===== src/rtl/sd_101_pattern_tx_if.sv =====
// rtl/sd_101_pattern_tx_if.sv - job request and serial output bundle for the 101 pattern transmitter
interface sd_101_pattern_tx_if #(
    parameter int WIDTH = 16,
    parameter int CNT_W = 8
);
    localparam int LEN_W = $clog2(WIDTH + 1);

    logic                 start;
    logic [WIDTH-1:0]     pattern;
    logic [LEN_W-1:0]     len;
    logic [3:0]           reps;
    logic [3:0]           gap;
    logic                 dout;
    logic                 dout_valid;
    logic                 busy;
    logic                 done;
    logic [CNT_W-1:0]     exp_count;
    logic [2:0]           led;

    // Job issuer: drives the request, observes the serial stream.
    modport master (
        output start, pattern, len, reps, gap,
        input  dout, dout_valid, busy, done, exp_count, led
    );

    // Transmitter: consumes the request, drives the serial stream.
    modport slave (
        input  start, pattern, len, reps, gap,
        output dout, dout_valid, busy, done, exp_count, led
    );
endinterface


===== src/rtl/sd_101_pattern_tx.sv =====
// rtl/sd_101_pattern_tx.sv - MSB-first frame shifter with golden overlapping "101" counter
module sd_101_pattern_tx #(
    parameter int WIDTH = 16,
    parameter int CNT_W = 8
) (
    input  logic                clk,
    input  logic                reset,
    sd_101_pattern_tx_if.slave  bus
);
    localparam int LEN_W = $clog2(WIDTH + 1);
    localparam logic [LEN_W-1:0] LEN_MAX = LEN_W'(WIDTH);
    localparam logic [CNT_W-1:0] CNT_MAX = '1;

    typedef enum logic [1:0] {IDLE, SHIFT, GAP, DONE} state_t;

    state_t             state;
    logic [WIDTH-1:0]   pat_r;        // frame left-aligned so the first bit sits at the MSB
    logic [WIDTH-1:0]   sh;           // working copy of the current frame
    logic [LEN_W-1:0]   len_r;
    logic [LEN_W-1:0]   bits_left;    // bits still to drive after the one on dout
    logic [3:0]         frames_left;  // frames still to send after the current one
    logic [3:0]         gap_r;
    logic [3:0]         gap_cnt;
    logic [1:0]         hist;         // last two driven bits, hist[1] is older

    logic [LEN_W-1:0]   len_clamped;
    logic [WIDTH-1:0]   pattern_aligned;

    // Clamp the requested length and left-align the used bits of the pattern.
    always_comb begin
        len_clamped     = (bus.len > LEN_MAX) ? LEN_MAX : bus.len;
        pattern_aligned = bus.pattern << (LEN_MAX - len_clamped);
    end

    // Next golden count when bit b follows history h; completes "101" when h is "10".
    function automatic logic [CNT_W-1:0] count_step(input logic [CNT_W-1:0] c,
                                                    input logic [1:0] h,
                                                    input logic b);
        if (h == 2'b10 && b && c != CNT_MAX)
            return c + 1'b1;
        return c;
    endfunction

    // Job sequencer: frame shifting, inter-frame gaps, done pulse and golden count.
    always_ff @(posedge clk or posedge reset) begin
        if (reset) begin
            state          <= IDLE;
            pat_r          <= '0;
            sh             <= '0;
            len_r          <= '0;
            bits_left      <= '0;
            frames_left    <= '0;
            gap_r          <= '0;
            gap_cnt        <= '0;
            hist           <= '0;
            bus.dout       <= 1'b0;
            bus.dout_valid <= 1'b0;
            bus.busy       <= 1'b0;
            bus.done       <= 1'b0;
            bus.exp_count  <= '0;
            bus.led        <= 3'b000;
        end else begin
            case (state)
                IDLE: begin
                    bus.done <= 1'b0;
                    if (bus.start && bus.len != '0) begin
                        state          <= SHIFT;
                        pat_r          <= pattern_aligned;
                        sh             <= pattern_aligned;
                        len_r          <= len_clamped;
                        bits_left      <= len_clamped - 1'b1;
                        frames_left    <= (bus.reps == 4'd0) ? 4'd0 : bus.reps - 4'd1;
                        gap_r          <= bus.gap;
                        hist           <= {1'b0, pattern_aligned[WIDTH-1]};
                        bus.exp_count  <= '0;
                        bus.busy       <= 1'b1;
                        bus.dout_valid <= 1'b1;
                        bus.dout       <= pattern_aligned[WIDTH-1];
                        bus.led        <= 3'b001;
                    end
                end
                SHIFT: begin
                    if (bits_left != '0) begin
                        sh            <= sh << 1;
                        bits_left     <= bits_left - 1'b1;
                        bus.dout      <= sh[WIDTH-2];
                        hist          <= {hist[0], sh[WIDTH-2]};
                        bus.exp_count <= count_step(bus.exp_count, hist, sh[WIDTH-2]);
                    end else if (frames_left != 4'd0) begin
                        if (gap_r != 4'd0) begin
                            // The detector sees gap zeros too, so they feed the count.
                            state          <= GAP;
                            gap_cnt        <= gap_r;
                            bus.dout       <= 1'b0;
                            bus.dout_valid <= 1'b0;
                            bus.led        <= 3'b010;
                            hist           <= {hist[0], 1'b0};
                            bus.exp_count  <= count_step(bus.exp_count, hist, 1'b0);
                        end else begin
                            sh            <= pat_r;
                            bits_left     <= len_r - 1'b1;
                            frames_left   <= frames_left - 4'd1;
                            bus.dout      <= pat_r[WIDTH-1];
                            hist          <= {hist[0], pat_r[WIDTH-1]};
                            bus.exp_count <= count_step(bus.exp_count, hist, pat_r[WIDTH-1]);
                        end
                    end else begin
                        state          <= DONE;
                        bus.done       <= 1'b1;
                        bus.busy       <= 1'b0;
                        bus.dout       <= 1'b0;
                        bus.dout_valid <= 1'b0;
                        bus.led        <= 3'b100;
                    end
                end
                GAP: begin
                    if (gap_cnt == 4'd1) begin
                        state          <= SHIFT;
                        sh             <= pat_r;
                        bits_left      <= len_r - 1'b1;
                        frames_left    <= frames_left - 4'd1;
                        bus.dout       <= pat_r[WIDTH-1];
                        bus.dout_valid <= 1'b1;
                        bus.led        <= 3'b001;
                        hist           <= {hist[0], pat_r[WIDTH-1]};
                        bus.exp_count  <= count_step(bus.exp_count, hist, pat_r[WIDTH-1]);
                    end else begin
                        gap_cnt       <= gap_cnt - 4'd1;
                        bus.dout      <= 1'b0;
                        hist          <= {hist[0], 1'b0};
                        bus.exp_count <= count_step(bus.exp_count, hist, 1'b0);
                    end
                end
                DONE: begin
                    state    <= IDLE;
                    bus.done <= 1'b0;
                    bus.led  <= 3'b000;
                end
                default: state <= IDLE;
            endcase
        end
    end
endmodule


===== src/flat_wrapper.sv =====
// flat-port wrapper written by rule: the top's interface ports become plain ports
module sd_101_pattern_tx_flat 
#(
    parameter int WIDTH = 16,
    parameter int CNT_W = 8
)
  (clk, reset, bus_start, bus_pattern, bus_len, bus_reps, bus_gap, bus_dout, bus_dout_valid, bus_busy, bus_done, bus_exp_count, bus_led);
  sd_101_pattern_tx_if #(.WIDTH(WIDTH), .CNT_W(CNT_W)) bus_i ();
  input  logic clk;
  input  logic reset;
  input wire logic [$bits(bus_i.start)-1:0] bus_start;
  input wire logic [$bits(bus_i.pattern)-1:0] bus_pattern;
  input wire logic [$bits(bus_i.len)-1:0] bus_len;
  input wire logic [$bits(bus_i.reps)-1:0] bus_reps;
  input wire logic [$bits(bus_i.gap)-1:0] bus_gap;
  output wire logic [$bits(bus_i.dout)-1:0] bus_dout;
  output wire logic [$bits(bus_i.dout_valid)-1:0] bus_dout_valid;
  output wire logic [$bits(bus_i.busy)-1:0] bus_busy;
  output wire logic [$bits(bus_i.done)-1:0] bus_done;
  output wire logic [$bits(bus_i.exp_count)-1:0] bus_exp_count;
  output wire logic [$bits(bus_i.led)-1:0] bus_led;
  assign bus_i.start = bus_start;
  assign bus_i.pattern = bus_pattern;
  assign bus_i.len = bus_len;
  assign bus_i.reps = bus_reps;
  assign bus_i.gap = bus_gap;
  assign bus_dout = bus_i.dout;
  assign bus_dout_valid = bus_i.dout_valid;
  assign bus_busy = bus_i.busy;
  assign bus_done = bus_i.done;
  assign bus_exp_count = bus_i.exp_count;
  assign bus_led = bus_i.led;
  sd_101_pattern_tx #(.WIDTH(WIDTH), .CNT_W(CNT_W)) u_core (.clk(clk), .reset(reset), .bus(bus_i));
endmodule

===== config.mk =====
export PLATFORM = sky130hd
export DESIGN_NAME = sd_101_pattern_tx_flat
export DESIGN_NICKNAME = d
export VERILOG_FILES = /design/src/rtl/sd_101_pattern_tx_if.sv /design/src/rtl/sd_101_pattern_tx.sv /design/src/flat_wrapper.sv
export SDC_FILE = /design/constraint.sdc
export NUM_CORES = 1
export LEC_CHECK = 0
export ABC_AREA = 0
export CORE_MARGIN = 4
export CORE_UTILIZATION = 62
export DETAILED_ROUTE_END_ITERATION = 8
export PLACE_DENSITY = 0.84
export SKIP_LAST_GASP = 1
export SYNTH_ARGS = -nofsm -noshare
export SYNTH_HDL_FRONTEND = slang
export SYNTH_SLANG_ARGS = --single-unit
export TNS_END_PERCENT = 50

===== constraint.sdc =====
create_clock -name clk -period 6.16 [get_ports clk]
set_input_delay 1.54 -clock clk [delete_from_list [all_inputs] [get_ports clk]]
set_output_delay 1.54 -clock clk [all_outputs]
set_load 0.05 [all_outputs]

==> metrics.txt <==
outcome finished clean; met3 routed WL 507 µm; antenna cell count 0; vias in the first global route 4027; Via density 6.40; post-route ant nets 0; Hold WS 0.492 ns; crit start category input pin; Final Cycle Share 0.769; Clk pin slew, worst setup/hold paths 0.09 ns; CP startpoint bus_len[4]; Final min period 4.74 ns; Area contributors post-synth dfrtp_1, nand2_1, o21ai_0, mux4_2, mux2i_1; Top Metal Used met4; top-area cell type share of the netlist area 0.390; die area 0.00890 mm²; Setup Skew 0.0111 ns; setup bufs post-CTS 0; Post-Syn Area 0.00462 mm²; Final Instance Area 0.00534 mm²; CP Class input pin to flop; commonest register cell after synthesis dfrtp_1; most common cell in the synthesized netlist nand2_1; crit-path max FO 17; first-pass GRT wire length 19300 µm; CTS sink cnt 72; Max Cap Viol 0; Fmax 211 MHz; CTS max path bufs 2; Hold Startpoint u_core.sh[2]; flop2flop setup slack 3.06 ns; Post-Syn Instances 523; syn_nets 569; critical path arrival 5.02 ns; gr usage total 0.277; CTS tree built; DR iter-0 viols 367; Worst-Skew Late Latency 0.36 ns; initial antenna violation count 0; met2 routed WL 6020 µm; Synth warnings 0; Hold Fails Final Rpt 0; worst setup margin 1.42 ns; layout cells sized above 1 0.0859; Fin Setup TNS 0 ns; root buf cell clkbuf_8; Initial Utilization 0.637; Unique masters post-synth 60; Worst Hold Class flop to flop; pwr dens 190 mW/mm²; top cells by count, synth nand2_1, dfrtp_1, o21ai_0; Layout area overhead 15.5%; Post-CTS Resized 0; wire length on met1 4940 µm; Post-synth ARST share 1.00; worst slack at placement 1.10 ns; peak supply drop 127 µV; Avg Inst Size Synth 8.83 µm²; 1st-pass router iterations 5; PortBufs 46; RSZ-0062 raised after global routing false; Num CTS Buffers 9; reg2reg start u_core.state[0]; Yosys reg bits 72; headroom to the max-slew limit 0.380; Post-synth EDFFs 0; average wire per standard cell 17.8 µm; GPL Wtd Cong 0.903; core area 0.00725 mm²; Die Y-Extent 94.3 µm; max-slew violation count 0; Via Count 4208; nets@finish 600; Seq/Total Area, Yosys 0.390; largest net degree at the start of global routing 41; HPWL Detailed 8340 µm; critical path required time 6.44 ns; drt drc 0; Yosys top cell by area dfrtp_1; Slew @ Worst Pin 0.928 ns; Setup Viol. Count Final 0; H-tree Lvls 3; Congestion Overflow GR 0; Die W 94.3 µm; nature of the critical path endpoint flop; Final Power 0.00101 W; hold-fix buffers at CTS 0; Post-Place Cell Area 0.00512 mm²; row count 31; DRT Wirelength 11700 µm; Leak 2.27 nW; # IOs 47
-- path summary, 6_finish.rpt --
| path | to | cells after the start |
|---|---|---|
| max | u_core.bus.dout | 10 |
| min | u_core.sh[2] | 2 |
| max reg2reg | u_core.bus.exp_count[3] | 9 |
| min reg2reg | u_core.sh[2] | 2 |
| max in group asynchronous | u_core.bits_left[0] | 3 |
| min in group asynchronous | u_core.frames_left[0] | 2 |
-- routing by layer --
layer  up-vias  track usage
li1       1983            -
met1      2080        0.352
met2       122        0.477
met3        23       0.0513
met4         0       0.0915
met5         -            0
-- sequential cells by signal, indices dropped and copies added, names as in the netlist, 3 cells and up --
register and cells:
u_core.bus.led 3, u_core.bus.exp_count 8, u_core.sh 15, u_core.gap_cnt 4
u_core.gap_r 4, u_core.len_r 5, u_core.bits_left 5, u_core.frames_left 4
u_core.pat_r 16
-- cells by family after synthesis --
| kind of cell | count (synthesis) | synth area share |
|---|---|---|
| mux | 37 | 0.107 |
| simple gates | 168 | 0.170 |
| fa+ha+maj | 14 | 0.0379 |
| buf+inv | 58 | 0.0488 |
| xor+xnor | 8 | 0.0152 |
| compound gates | 166 | 0.232 |
| flops | 72 | 0.390 |
-- power by group --
group	internal (W)	switching, W	total (W)
sequential	0.000472	0	0.000472
combinational	0.0000593	0.0000782	0.000137
clock	0.000197	0.000208	0.000405
-- metrics by stage --
step                utilization  cells
floorplan                     -    523
global placement          0.707    642
detailed placement        0.707    642
CTS                       0.736    658
global route              0.736    658
finish                    0.736    658
-- final cells by class --
class | instances | area [µm²]
multi-input combinational | 393 | 2590
clock inverter | 7 | 87.6
clock buffer | 9 | 124
timing repair buffer | 53 | 513
fill | 556 | 1920
inverter | 25 | 93.8
tap | 99 | 124
sequential | 72 | 1800
-- worst max-delay path, stage by stage --
cell and delay (ns):
clkdlybuf4s50_1 0.65, nor2b_1 0.21, buf_4 0.22, inv_1 0.08
ha_1 0.77, mux2i_1 0.23, mux4_2 0.55, nor3_1 0.31
o21ai_0 0.18, a31oi_1 0.26
-- layout by cell type, fill, tap and decap left out, types with 5 or more instances in the layout --
cell type	instances
a221oi_1	7
a21oi_1	32
mux4_2	9
nor3_1	8
ha_1	14
nand2b_1	5
a221o_1	9
dfrtp_1	72
mux2i_1	20
clkdlybuf4s50_1	46
xnor2_1	5
clkbuf_8	9
nand2_1	86
o21ai_0	59
a211oi_1	5
mux2_2	8
o31ai_1	14
a31oi_1	10
buf_4	7
inv_1	24
nor2_1	25
nand3_1	11
No activity file was read; power rests on OpenSTA's default activity.
